$ cat config.mk
export PLATFORM = sky130hd
export DESIGN_NAME = uart_tx_arbiter
export DESIGN_NICKNAME = d
export VERILOG_FILES = /design/src/rtl/uart_tx_arbiter.sv
export SDC_FILE = /design/constraint.sdc
export NUM_CORES = 1
export LEC_CHECK = 0
export CORE_ASPECT_RATIO = 1.5
export CORE_MARGIN = 10
export CORE_UTILIZATION = 40
export DETAILED_ROUTE_END_ITERATION = 10
export HOLD_SLACK_MARGIN = 0.08
export PLACE_DENSITY = 0.73
export SYNTH_ARGS = -nofsm -noshare
export SYNTH_HDL_FRONTEND = slang
export SYNTH_SLANG_ARGS = --single-unit
$ cat constraint.sdc
create_clock -name clk -period 2.3 [get_ports clk]
set_input_delay 0.575 -clock clk [delete_from_list [all_inputs] [get_ports clk]]
set_output_delay 0.575 -clock clk [all_outputs]
set_load 0.005 [all_outputs]
$ cat src/rtl/uart_tx_arbiter.sv
// Round-robin packet arbiter feeding one UART transmitter stream.
// Holds a grant for a full packet, then idles GAP_CYCLES before rearbitrating.
module uart_tx_arbiter #(
  parameter int NUM_PORTS  = 4,
  parameter int DATA_WIDTH = 8,
  parameter int GAP_CYCLES = 16
) (
  input  logic                            clk,
  input  logic                            rst,
  input  logic [NUM_PORTS*DATA_WIDTH-1:0] s_axis_tdata,
  input  logic [NUM_PORTS-1:0]            s_axis_tvalid,
  input  logic [NUM_PORTS-1:0]            s_axis_tlast,
  output logic [NUM_PORTS-1:0]            s_axis_tready,
  output logic [DATA_WIDTH-1:0]           m_axis_tdata,
  output logic                            m_axis_tvalid,
  output logic                            m_axis_tlast,
  input  logic                            m_axis_tready,
  output logic [$clog2(NUM_PORTS)-1:0]    m_axis_tid,
  output logic [NUM_PORTS-1:0]            grant,
  output logic                            busy
);

  localparam int IW = $clog2(NUM_PORTS);
  localparam logic [15:0] GAP_LAST = 16'(GAP_CYCLES - 1);

  typedef enum logic [1:0] {
    IDLE,
    XFER,
    GAP
  } state_t;

  state_t                 state;
  state_t                 state_nxt;
  logic [NUM_PORTS-1:0]   grant_nxt;
  logic [NUM_PORTS-1:0]   onehot;
  logic [IW-1:0]          tid_nxt;
  logic [IW-1:0]          last;
  logic [IW-1:0]          last_nxt;
  logic [IW-1:0]          pick;
  logic [IW-1:0]          cand;
  logic                   found;
  logic [15:0]            gap_cnt;
  logic [15:0]            gap_nxt;
  logic [DATA_WIDTH-1:0]  sel_data;
  logic                   sel_valid;
  logic                   sel_last;
  logic                   done;

  // busy is a decode of the registered state
  assign busy = (state != IDLE);

  // Round-robin search starting one past the last granted port
  always_comb begin
    pick  = '0;
    cand  = '0;
    found = 1'b0;
    for (int k = 1; k <= NUM_PORTS; k++) begin
      cand = IW'((int'(last) + k) % NUM_PORTS);
      if (!found && s_axis_tvalid[cand]) begin
        found = 1'b1;
        pick  = cand;
      end
    end
    onehot       = '0;
    onehot[pick] = 1'b1;
  end

  // Select the granted port's stream signals
  always_comb begin
    sel_data  = '0;
    sel_valid = 1'b0;
    sel_last  = 1'b0;
    for (int i = 0; i < NUM_PORTS; i++) begin
      if (m_axis_tid == IW'(i)) begin
        sel_data  = s_axis_tdata[i*DATA_WIDTH +: DATA_WIDTH];
        sel_valid = s_axis_tvalid[i];
        sel_last  = s_axis_tlast[i];
      end
    end
  end

  // Pass-through only while transferring; everything else held at zero
  always_comb begin
    m_axis_tdata  = '0;
    m_axis_tvalid = 1'b0;
    m_axis_tlast  = 1'b0;
    s_axis_tready = '0;
    if (state == XFER) begin
      m_axis_tdata  = sel_data;
      m_axis_tvalid = sel_valid;
      m_axis_tlast  = sel_last;
      s_axis_tready = grant & {NUM_PORTS{m_axis_tready}};
    end
  end

  assign done = m_axis_tvalid & m_axis_tready & m_axis_tlast;

  // Next-state logic: arbitrate, lock for the packet, then count the gap
  always_comb begin
    state_nxt = state;
    grant_nxt = grant;
    tid_nxt   = m_axis_tid;
    last_nxt  = last;
    gap_nxt   = gap_cnt;
    unique case (state)
      IDLE: begin
        if (found) begin
          state_nxt = XFER;
          grant_nxt = onehot;
          tid_nxt   = pick;
          last_nxt  = pick;
        end
      end
      XFER: begin
        if (done) begin
          grant_nxt = '0;
          gap_nxt   = '0;
          state_nxt = (GAP_CYCLES > 0) ? GAP : IDLE;
        end
      end
      GAP: begin
        if (gap_cnt == GAP_LAST) begin
          state_nxt = IDLE;
          gap_nxt   = '0;
        end else begin
          gap_nxt = gap_cnt + 16'd1;
        end
      end
      default: begin
        state_nxt = IDLE;
        grant_nxt = '0;
      end
    endcase
  end

  // State register; reset leaves port 0 with first priority
  always_ff @(posedge clk or posedge rst) begin
    if (rst) begin
      state      <= IDLE;
      grant      <= '0;
      m_axis_tid <= '0;
      last       <= IW'(NUM_PORTS - 1);
      gap_cnt    <= '0;
    end else begin
      state      <= state_nxt;
      grant      <= grant_nxt;
      m_axis_tid <= tid_nxt;
      last       <= last_nxt;
      gap_cnt    <= gap_nxt;
    end
  end

endmodule
* Yosys cells after proc, flatten, opt, wreduce, memory -nomap -nowiden
Cells that the tools add are included.
** Cells by class
- Multipliers :: 0
- Order comparisons :: 6
- Equality and inequality tests :: 9
- Shift operators :: 0
- Divide/modulo/power cells :: 0
- Add/subtract/negate cells :: 5
- Reductions and logical operators :: 15
- Bitwise operators :: 4
- Muxes and demuxes :: 44
** Operators by type and width (count)
- 2-to-1 mux 8 bit :: 5
- 2-to-1 mux 16 bit :: 2
- one-hot mux 16 bit (2 select lines) :: 1
- 2-to-1 mux 1 bit :: 19
- adder 16 x 1 -> 16 bit, second input constant :: 1
- equality test 16 x 4 -> 1 bit, second input constant :: 1
- less-than comparator 2 x 3 -> 1 bit, second input constant :: 5
- 2-to-1 mux 2 bit :: 7
- 2-to-1 mux 4 bit :: 3
- one-hot mux 4 bit (3 select lines) :: 1
- binary-select mux 1 bit (select 2 bit) :: 4
- equality test 2 bit, second input constant :: 3
- inequality test 2 bit, second input constant :: 3
- one-hot mux 2 bit (3 select lines) :: 1
- AND reduction 3 bit :: 2
- adder 2 x 1 -> 2 bit, second input constant :: 2
- adder 2 bit, second input constant :: 2
- AND 4 bit :: 1
- equality test 2 x 1 -> 1 bit, second input constant :: 2
- logical AND 1 bit :: 4
- zero test 2 bit :: 2
- AND reduction 2 bit :: 2
- nonzero test 2 bit :: 2
- zero test 1 bit :: 3
- 4 further kinds :: 5
** Storage, ports and cells
- Memory bits (writable) :: 0
- Flip-flop bits (word level) :: 26
- Memories :: 0
- ROM bits :: 0
- Bits of input ports :: 43
- Output and inout port bits :: 21
- Logic and storage cells :: 88
- Latch bits :: 0

* Longest topological paths before layout
Gate-level depths: netlist of the first run.
- Word-level depth :: 19
- Gate-level depth with buffers :: 7
- Gate-level depth less buffers :: 6

* Worst setup path after synthesis of the first run
Ideal clock, no wire load.
- Path kind :: flip-flop to output port
- Start point :: register m_axis_tid[0]
- End point :: output m_axis_tdata[0]
- Data required time :: 1.725 ns
- Slack :: 0.385 ns
- Cell stages (with the launch flop) :: 4
- Arrival time :: 1.340 ns
- Path buffers :: 1
- Path through :: dfrtp_1 -> buf_2 -> mux4_2 -> and2_1
** Between the ends
- Longest elaborated chain between the ends :: 6
- Elaborated cells between the ends (all ways) :: 9
- Those cells by class :: eq/ne (3); mux (5); reduce/logical (1)
** Ends and longest elaborated chain
- from (decl) :: line 18 : output logic [$clog2(NUM_PORTS)-1:0] m_axis_tid,
- from (signal assigned) :: line 147 : m_axis_tid <= tid_nxt;
- zero test 2 bit :: line 74 : if (m_axis_tid == IW'(i)) begin
- 2-to-1 mux 8 bit (3 in a row) :: line 74
- 2-to-1 mux 8 bit * :: line 74
- 2-to-1 mux 8 bit * :: line 88 : if (state == XFER) begin
- to (decl) :: line 14 : output logic [DATA_WIDTH-1:0] m_axis_tdata,
Mark *: on every way between the ends. The rest lies on a longest branch, timed or not.

* Worst setup path in the final report of the first run
- Start point :: input s_axis_tdata[8]
- End point :: output m_axis_tdata[0]
** Between the ends
- Longest elaborated chain between the ends :: 4
** Ends and longest elaborated chain
- from (decl) :: line 10 : input logic [NUM_PORTS*DATA_WIDTH-1:0] s_axis_tdata,
- 2-to-1 mux 8 bit (3 in a row) :: line 74
- 2-to-1 mux 8 bit :: line 88
Every way passes these cells.

==> results of run 1 <==
power groups by stage:
stage	registers, mW	clock network (mW)	logic, mW
3_5_place_dp	0.868	0	1.68
3_3_place_gp	0.863	0	1.64
6_report	0.857	0.380	1.73
4_1_cts	0.855	0.385	1.67
5_1_grt	0.894	0.406	1.91
2_1_floorplan	0.814	0	0.927
routing by layer:
metal / share of wire, % / vias up / track usage, % / routed length [um]
li1: - / 845 / - / -
met1: 40 / 842 / 17.4 / 2210
met2: 50 / 69 / 26.4 / 2720
met3: 8.0 / 12 / 3.65 / 435
met4: 1.8 / 0 / 3.96 / 99
met5: 0 / - / 0 / 0
per-stage QoR:
stage / power [mW] / instance area (um^2) / hold WS [ns] / std cells / setup TNS, ns
2_1_floorplan: 1.74 / 1700 / 0.441 / 180 / 0
3_3_place_gp: 2.50 / 2510 / 0.450 / 302 / -3.33
3_5_place_dp: 2.55 / 2510 / 0.467 / 302 / -3.88
4_1_cts: 2.91 / 2560 / 0.482 / 309 / 0
5_1_grt: 3.21 / 2670 / 0.516 / 311 / -0.107
6_report: 2.97 / 2670 / 0.480 / 311 / 0
worst max-delay path, stage by stage:
cell	delay, ns
clkdlybuf4s50_1	0.39
mux4_2	0.45
and2_4	0.17
buf_6	0.11
cell usage after synthesis (all sizes together):
| library cell | number | area share [%] |
|---|---|---|
| nand2 | 25 | 5.5 |
| o221ai | 1 | 0.52 |
| nand4 | 1 | 0.37 |
| xor2 | 1 | 0.52 |
| nor3 | 5 | 1.5 |
| dfrtp | 24 | 35 |
| ha | 1 | 0.74 |
| nor2 | 9 | 2.1 |
| a22o | 2 | 1.0 |
| xnor2 | 1 | 0.52 |
| nand3 | 13 | 3.8 |
| or3 | 4 | 1.5 |
| o22ai | 1 | 0.37 |
| nor4 | 4 | 2.4 |
| nand2b | 6 | 2.2 |
| dfstp | 2 | 3.1 |
| o211ai | 3 | 1.3 |
| or2 | 4 | 1.5 |
| mux4 | 10 | 13 |
| a31oi | 7 | 2.6 |
| a211oi | 2 | 0.88 |
| a21oi | 7 | 2.3 |
| o41ai | 1 | 0.52 |
| or4 | 4 | 2.0 |
| o21bai | 1 | 0.44 |
| and3 | 5 | 1.8 |
| buf | 3 | 1.6 |
| nor2b | 2 | 0.74 |
| and2 | 10 | 3.7 |
| o21ai | 13 | 3.8 |
| inv | 3 | 0.66 |
| a41oi | 1 | 0.52 |
| clkbuf | 4 | 0.88 |
layout make-up:
class                      instances  area, um^2
multi-input combinational        144        1010
inverter                           3        11.3
timing repair buffer              88         865
clock buffer                       3        41.3
clock inverter                     1        30.0
tap                               46        57.6
sequential                        26         653
fill                             357        1510
flip-flops by register name, indices dropped and copies added, names as in the netlist:
name and count:
last 2, m_axis_tid 2, grant 4, gap_cnt 16, state 2
path summary, 6_finish.rpt:
path | start | to | slack (ns)
setup / recovery | s_axis_tdata[8] | m_axis_tdata[0] | 0.02
hold / removal | last[0]$_DFFE_PP1P_ | last[0]$_DFFE_PP1P_ | 0.48
setup reg to reg | m_axis_tid[0]$_DFFE_PP0P_ | gap_cnt[8]$_DFFE_PP0P_ | 0.22
hold reg to reg | last[0]$_DFFE_PP1P_ | last[0]$_DFFE_PP1P_ | 0.48
max in group asynchronous | rst | last[1]$_DFFE_PP1P_ | 1.35
min in group asynchronous | rst | gap_cnt[13]$_DFFE_PP0P_ | 0.65
kinds of logic (layout without fill, tap and decap cells):
family                   count (synthesis)  in the layout  synth area share [%]
adder cells (fa/ha/maj)                  1              1                 0.736
multiplexers                            10             10                  13.3
buffers and inverters                   10             95                  3.17
flip-flops                              26             26                  38.4
AO/OA/AOI/OAI                           39             39                  14.3
AND/OR/NAND/NOR                         92             92                  29.1
XOR/XNOR                                 2              2                  1.03
timing repair:
| item | 4_1_cts | 5_1_grt |
|---|---|---|
| setup buffers | 3 | 2 |
| pin swaps | 6 | 8 |
| resized for setup | 49 | 31 |
| cloned | 0 | 0 |
| endpoints found under the setup margin | 14 | 14 |
==> impl_metrics.prom, run 1 <==
# TYPE chip_impl_metric gauge
chip_impl_metric{name="total_switching_power",unit="mW"} 1.09
chip_impl_metric{name="syn_area",unit="um^2"} 1700
chip_impl_metric{name="synth_cells",unit=""} 180
chip_impl_info{name="layout.cells.most_common_list",value="nand2_1, dlymetal6s2s_1, dfrtp_1, buf_4, clkdlybuf4s50_1"} 1
chip_impl_metric{name="post-route-worst-setup-slack",unit="ns"} 0.0223
chip_impl_metric{name="pre_cts_ws",unit="ns"} -0.355
chip_impl_metric{name="die_y",unit="um"} 99.8
chip_impl_metric{name="powerDensity",unit="nW/um^2"} 1120
chip_impl_metric{name="layout-drive-gt1-share",unit="%"} 23.0
chip_impl_metric{name="floorplan.die.width",unit="um"} 73.2
chip_impl_metric{name="layout.nets",unit=""} 310
chip_impl_metric{name="num_rows",unit=""} 29
chip_impl_metric{name="count_of_antenna_diodes_in_the_layout",unit=""} 0
chip_impl_metric{name="grt_start_max_net_pins",unit=""} 27
chip_impl_metric{name="synthesis.nets",unit=""} 224
chip_impl_metric{name="intPower",unit="mW"} 1.88
chip_impl_metric{name="route.antenna.remaining_nets",unit=""} 0
chip_impl_metric{name="min_delay_path_depth",unit=""} 2
chip_impl_metric{name="portBuffers",unit=""} 63
chip_impl_metric{name="routedWlPerCell",unit="um"} 17.6
chip_impl_metric{name="gpl.final_weighted_congestion",unit=""} 0.806
chip_impl_metric{name="post-route-period-util",unit="%"} 99.0
chip_impl_metric{name="synthDistinctLibCells",unit=""} 41
chip_impl_metric{name="routed_vias_inst",unit=""} 5.68
chip_impl_metric{name="avgSynthCellArea",unit="um^2"} 9.44
chip_impl_metric{name="synth-warning-count",unit=""} 0
chip_impl_metric{name="crit_fanout",unit=""} 1
chip_impl_metric{name="clkPwrFrac",unit="%"} 12.8
chip_impl_metric{name="reg2regPathDepth",unit=""} 7
chip_impl_metric{name="finish.utilization",unit="%"} 63.9
chip_impl_metric{name="power.share.sequential",unit="%"} 28.8
chip_impl_metric{name="vdd_drop_max",unit="uV"} 780
chip_impl_metric{name="floorplan.die_area",unit="um^2"} 7310
chip_impl_metric{name="htree_levels",unit=""} 1
chip_impl_metric{name="cts.sinks",unit=""} 26
chip_impl_metric{name="drv.max_cap_violation_count",unit=""} 0
chip_impl_metric{name="timing.fmax",unit="MHz"} 439
chip_impl_metric{name="final-hold-violation-count",unit=""} 0
chip_impl_info{name="timing.hold.worst.class",value="reg2reg"} 1
chip_impl_metric{name="flow.area_growth_from_synthesis",unit="%"} 56.8
chip_impl_metric{name="finalSetupViolations",unit=""} 0
chip_impl_metric{name="combinational_power_share",unit="%"} 58.4
chip_impl_metric{name="post-route-drc-count",unit=""} 0
chip_impl_metric{name="power.static_leakage",unit="nW"} 1.34
chip_impl_metric{name="maxSlewViolCount",unit=""} 0
chip_impl_metric{name="worst_slew_margin_rel",unit="%"} 64.3
chip_impl_metric{name="groute.usage.overall",unit="%"} 15.0
chip_impl_metric{name="coreArea",unit="um^2"} 4170
chip_impl_metric{name="first_pass_iters",unit=""} 5
chip_impl_metric{name="global_route_wire_length_before_repair",unit="mm"} 9.11
chip_impl_info{name="critical_path_class",value="in2out"} 1
chip_impl_metric{name="first_global_vias",unit=""} 1786
chip_impl_info{name="setup.worst_path.end_class",value="primary output"} 1
chip_impl_metric{name="post_cts_hold_buffer_count",unit=""} 0
chip_impl_metric{name="initial_core_util",unit="%"} 40.7
chip_impl_metric{name="clk_transition_reported_paths",unit="ns"} 0.10
chip_impl_metric{name="tightest_slew",unit="ns"} 0.535
chip_impl_metric{name="worstSkewPairLatency",unit="ns"} 0.27
chip_impl_metric{name="cp.required",unit="ns"} 1.73
chip_impl_metric{name="finalWirelength",unit="mm"} 5.46
chip_impl_metric{name="cts.path.max_buffers",unit=""} 2
chip_impl_info{name="outcome",value="completed"} 1
chip_impl_metric{name="ys_seq_elements",unit=""} 26
chip_impl_metric{name="io_pins",unit=""} 64
chip_impl_metric{name="ys_seq_area_share",unit="%"} 38.4
chip_impl_info{name="critical_path.startpoint_type",value="input pin"} 1
chip_impl_metric{name="antenna_found_initial",unit=""} 0
chip_impl_metric{name="grt_remaining_overflow",unit=""} 0
chip_impl_metric{name="fin_crit",unit="ns"} 2.28
chip_impl_info{name="clock-root-buffer",value="clkbuf_8"} 1
chip_impl_metric{name="number_of_clock_buffers_inserted_by_tritoncts",unit=""} 3
chip_impl_metric{name="hpwlAfterDp",unit="mm"} 4.31
chip_impl_metric{name="dr.first_iter.drc_count",unit=""} 86
chip_impl_metric{name="data_arrival_time_of_the_worst_path",unit="ns"} 1.70
chip_impl_metric{name="power.share.switching",unit="%"} 36.7
chip_impl_metric{name="vias",unit=""} 1768
chip_impl_metric{name="clock-skew-final",unit="ns"} 0.00994
chip_impl_info{name="clock_tree_from_tritoncts",value="done"} 1
No activity file was read; power rests on OpenSTA's default activity.
==> inputs of run 2 (changes only) <==
Settings changed: CTS_BUF_LIST from default to sky130_fd_sc_hd__clkbuf_4.
==> run 2 against run 1 <==
Net effect: the flow now finishes with violations (setup timing); final cell count is the same; clock skew grew 0.0082 ns; flip-flop and latch count is the same; sequential share of layout area is essentially flat; combinational power is essentially flat; clock power shrank 17%; final area is the same; sequential power grew 1%; global-route usage shrank 0.12 points; non-clock buffer count is the same; critical path type unchanged; largest cell class unchanged.
==> impl_metrics.prom, run 2 (synthesized netlist as in run 1, its figures left out) <==
# TYPE chip_impl_metric gauge
chip_impl_metric{name="cp.required",unit="ns"} 1.73
chip_impl_info{name="largest_registers",value="gap_cnt x16, grant x4"} 1
chip_impl_metric{name="filler_cell_count",unit=""} 353
chip_impl_metric{name="htree_levels",unit=""} 1
chip_impl_metric{name="post_cts_hold_buffer_count",unit=""} 0
chip_impl_metric{name="coreArea",unit="um^2"} 4170
chip_impl_metric{name="area_taken_by_flip_flops_and_latches",unit="um^2"} 654
chip_impl_info{name="outcome",value="complete, but fails checks"} 1
chip_impl_info{name="violations",value="setup timing"} 1
chip_impl_metric{name="finalSetupViolations",unit=""} 1
chip_impl_metric{name="floorplan.die_area",unit="um^2"} 7310
chip_impl_metric{name="cpPeakStageDelay",unit="ns"} 0.47
chip_impl_info{name="registers.top_by_ff_count",value="gap_cnt"} 1
chip_impl_metric{name="min_delay_path_depth",unit=""} 2
chip_impl_metric{name="multi_input_comb_area",unit="um^2"} 1010
chip_impl_metric{name="layout-drive-gt1-share",unit="%"} 23.4
chip_impl_info{name="clock_tree_from_tritoncts",value="done"} 1
chip_impl_info{name="final_common_cell",value="nand2_1"} 1
chip_impl_metric{name="route.antenna.remaining_nets",unit=""} 0
chip_impl_metric{name="powerDensity",unit="nW/um^2"} 1110
chip_impl_metric{name="power.static_leakage",unit="nW"} 1.36
chip_impl_metric{name="io_pins",unit=""} 64
chip_impl_info{name="setup.worst_path.end_class",value="primary output"} 1
chip_impl_metric{name="cts.path.max_buffers",unit=""} 2
chip_impl_metric{name="cts.sinks",unit=""} 26
chip_impl_metric{name="clock-skew-final",unit="ns"} 0.0182
chip_impl_metric{name="first_pass_iters",unit=""} 4
chip_impl_metric{name="count_of_antenna_diodes_in_the_layout",unit=""} 0
chip_impl_metric{name="data_arrival_time_of_the_worst_path",unit="ns"} 1.75
chip_impl_metric{name="post-route-drc-count",unit=""} 0
chip_impl_metric{name="grt_start_max_net_pins",unit=""} 27
chip_impl_metric{name="largest_reg_flops",unit=""} 16
chip_impl_info{name="rsz_0062_raised_after_global_routing",value="true"} 1
chip_impl_info{name="critical_path.startpoint_type",value="input pin"} 1
chip_impl_metric{name="routed_vias_inst",unit=""} 5.73
chip_impl_metric{name="vias",unit=""} 1781
chip_impl_info{name="layout.cells.most_common_list",value="nand2_1, dfrtp_1, clkdlybuf4s50_1, dlymetal6s2s_1, buf_4"} 1
chip_impl_metric{name="routedWlPerCell",unit="um"} 17.7
chip_impl_metric{name="totalNegativeSetupSlack",unit="ns"} -0.0200
chip_impl_metric{name="portBuffers",unit=""} 63
chip_impl_metric{name="layout.nets",unit=""} 310
chip_impl_metric{name="hpwlAfterDp",unit="mm"} 4.31
chip_impl_metric{name="worstSkewPairLatency",unit="ns"} 0.33
chip_impl_info{name="timing.critical_path.cells",value="clkdlybuf4s50_1 > mux4_2 > and2_4 > buf_6"} 1
chip_impl_metric{name="die_y",unit="um"} 99.8
chip_impl_info{name="critical_path_class",value="in2out"} 1
chip_impl_metric{name="clk_transition_reported_paths",unit="ns"} 0.15
chip_impl_metric{name="finalWirelength",unit="mm"} 5.49
chip_impl_metric{name="tightest_slew",unit="ns"} 0.533
chip_impl_metric{name="post-route-worst-setup-slack",unit="ns"} -0.0200
chip_impl_metric{name="num_rows",unit=""} 29
chip_impl_metric{name="grt_remaining_overflow",unit=""} 0
chip_impl_metric{name="reg2regPathDepth",unit=""} 7
chip_impl_metric{name="first_global_vias",unit=""} 1792
chip_impl_metric{name="pre_cts_ws",unit="ns"} -0.355
chip_impl_info{name="clock-root-buffer",value="clkbuf_4"} 1
chip_impl_metric{name="timing.fmax",unit="MHz"} 431
chip_impl_metric{name="final-hold-violation-count",unit=""} 0
chip_impl_metric{name="floorplan.die.width",unit="um"} 73.2
chip_impl_metric{name="global_route_wire_length_before_repair",unit="mm"} 9.08
chip_impl_metric{name="initial_core_util",unit="%"} 40.7
chip_impl_metric{name="post-route-period-util",unit="%"} 101
chip_impl_metric{name="drv.max_cap_violation_count",unit=""} 0
chip_impl_metric{name="fin_crit",unit="ns"} 2.32
chip_impl_metric{name="flow.area_growth_from_synthesis",unit="%"} 56.8
chip_impl_info{name="timing.hold.worst.class",value="reg2reg"} 1
chip_impl_metric{name="maxSlewViolCount",unit=""} 0
chip_impl_metric{name="dr.first_iter.drc_count",unit=""} 85
chip_impl_metric{name="groute.usage.overall",unit="%"} 14.9
chip_impl_metric{name="worst_slew_margin_rel",unit="%"} 64.4
chip_impl_metric{name="number_of_clock_buffers_inserted_by_tritoncts",unit=""} 3
chip_impl_metric{name="antenna_found_initial",unit=""} 0
chip_impl_info{name="crit_slowest_cell",value="mux4_2"} 1
chip_impl_metric{name="crit_fanout",unit=""} 2
chip_impl_metric{name="vdd_drop_max",unit="uV"} 771
chip_impl_metric{name="gpl.final_weighted_congestion",unit=""} 0.806
[run 2: cell type report]
type	instances	share of cell area (%)
clock buffer	3	0.845
clock inverter	1	1.13
inverter	3	0.423
multi-input combinational	144	38.0
sequential	26	24.6
tap	46	2.16
timing repair buffer	88	32.9
[run 2: power by group]
part / total, mW / internal, mW / switching, mW / leakage (nW)
logic: 1.76 / 1.03 / 0.737 / 0.994
clock network: 0.314 / 0.176 / 0.138 / 0.0279
registers: 0.869 / 0.652 / 0.217 / 0.337
[run 2: timing repair]
action / in CTS / in global routing
resized for setup: 49 / 31
gates cloned: 0 / 1
pin swaps: 6 / 6
setup buffers: 4 / 0
endpoints found under the setup margin: 14 / 14
[run 2: per-layer routing]
| metal | track usage (%) | part of all wire (%) | up-vias | wire (um) |
|---|---|---|---|---|
| met1 | 17.3 | 41 | 862 | 2260 |
| li1 | - | - | 846 | - |
| met3 | 3.06 | 7.5 | 6 | 413 |
| met4 | 3.96 | 1.2 | 0 | 68 |
| met5 | 0 | 0 | - | 0 |
| met2 | 26.5 | 50 | 67 | 2750 |
[run 2: critical path: cells and delay by family]
| kind | cells | cell delay [ns] |
|---|---|---|
| AND/OR/NAND/NOR | 1 | 0.18 |
| multiplexers | 1 | 0.47 |
| buffers and inverters | 2 | 0.52 |
[run 2: worst paths after layout]
path | startpoint | slack [ns] | end
setup reg to reg | m_axis_tid[0]$_DFFE_PP0P_ | 0.22 | gap_cnt[8]$_DFFE_PP0P_
hold reg to reg | last[0]$_DFFE_PP1P_ | 0.49 | last[0]$_DFFE_PP1P_
setup / recovery | s_axis_tlast[0] | -0.02 | m_axis_tlast
max in group asynchronous | rst | 1.41 | last[0]$_DFFE_PP1P_
hold / removal | last[0]$_DFFE_PP1P_ | 0.49 | last[0]$_DFFE_PP1P_
min in group asynchronous | rst | 0.59 | gap_cnt[11]$_DFFE_PP0P_
[run 2: through the flow]
step	area [um^2]	utilization [%]	total power [mW]	hold WS (ns)	std cells
floorplan	1700	-	1.74	0.441	180
global placement	2510	60.1	2.50	0.450	302
detailed placement	2510	60.1	2.55	0.467	302
CTS	2550	61.1	2.86	0.488	310
global route	2670	63.9	3.18	0.522	311
finish	2670	63.9	2.95	0.487	311
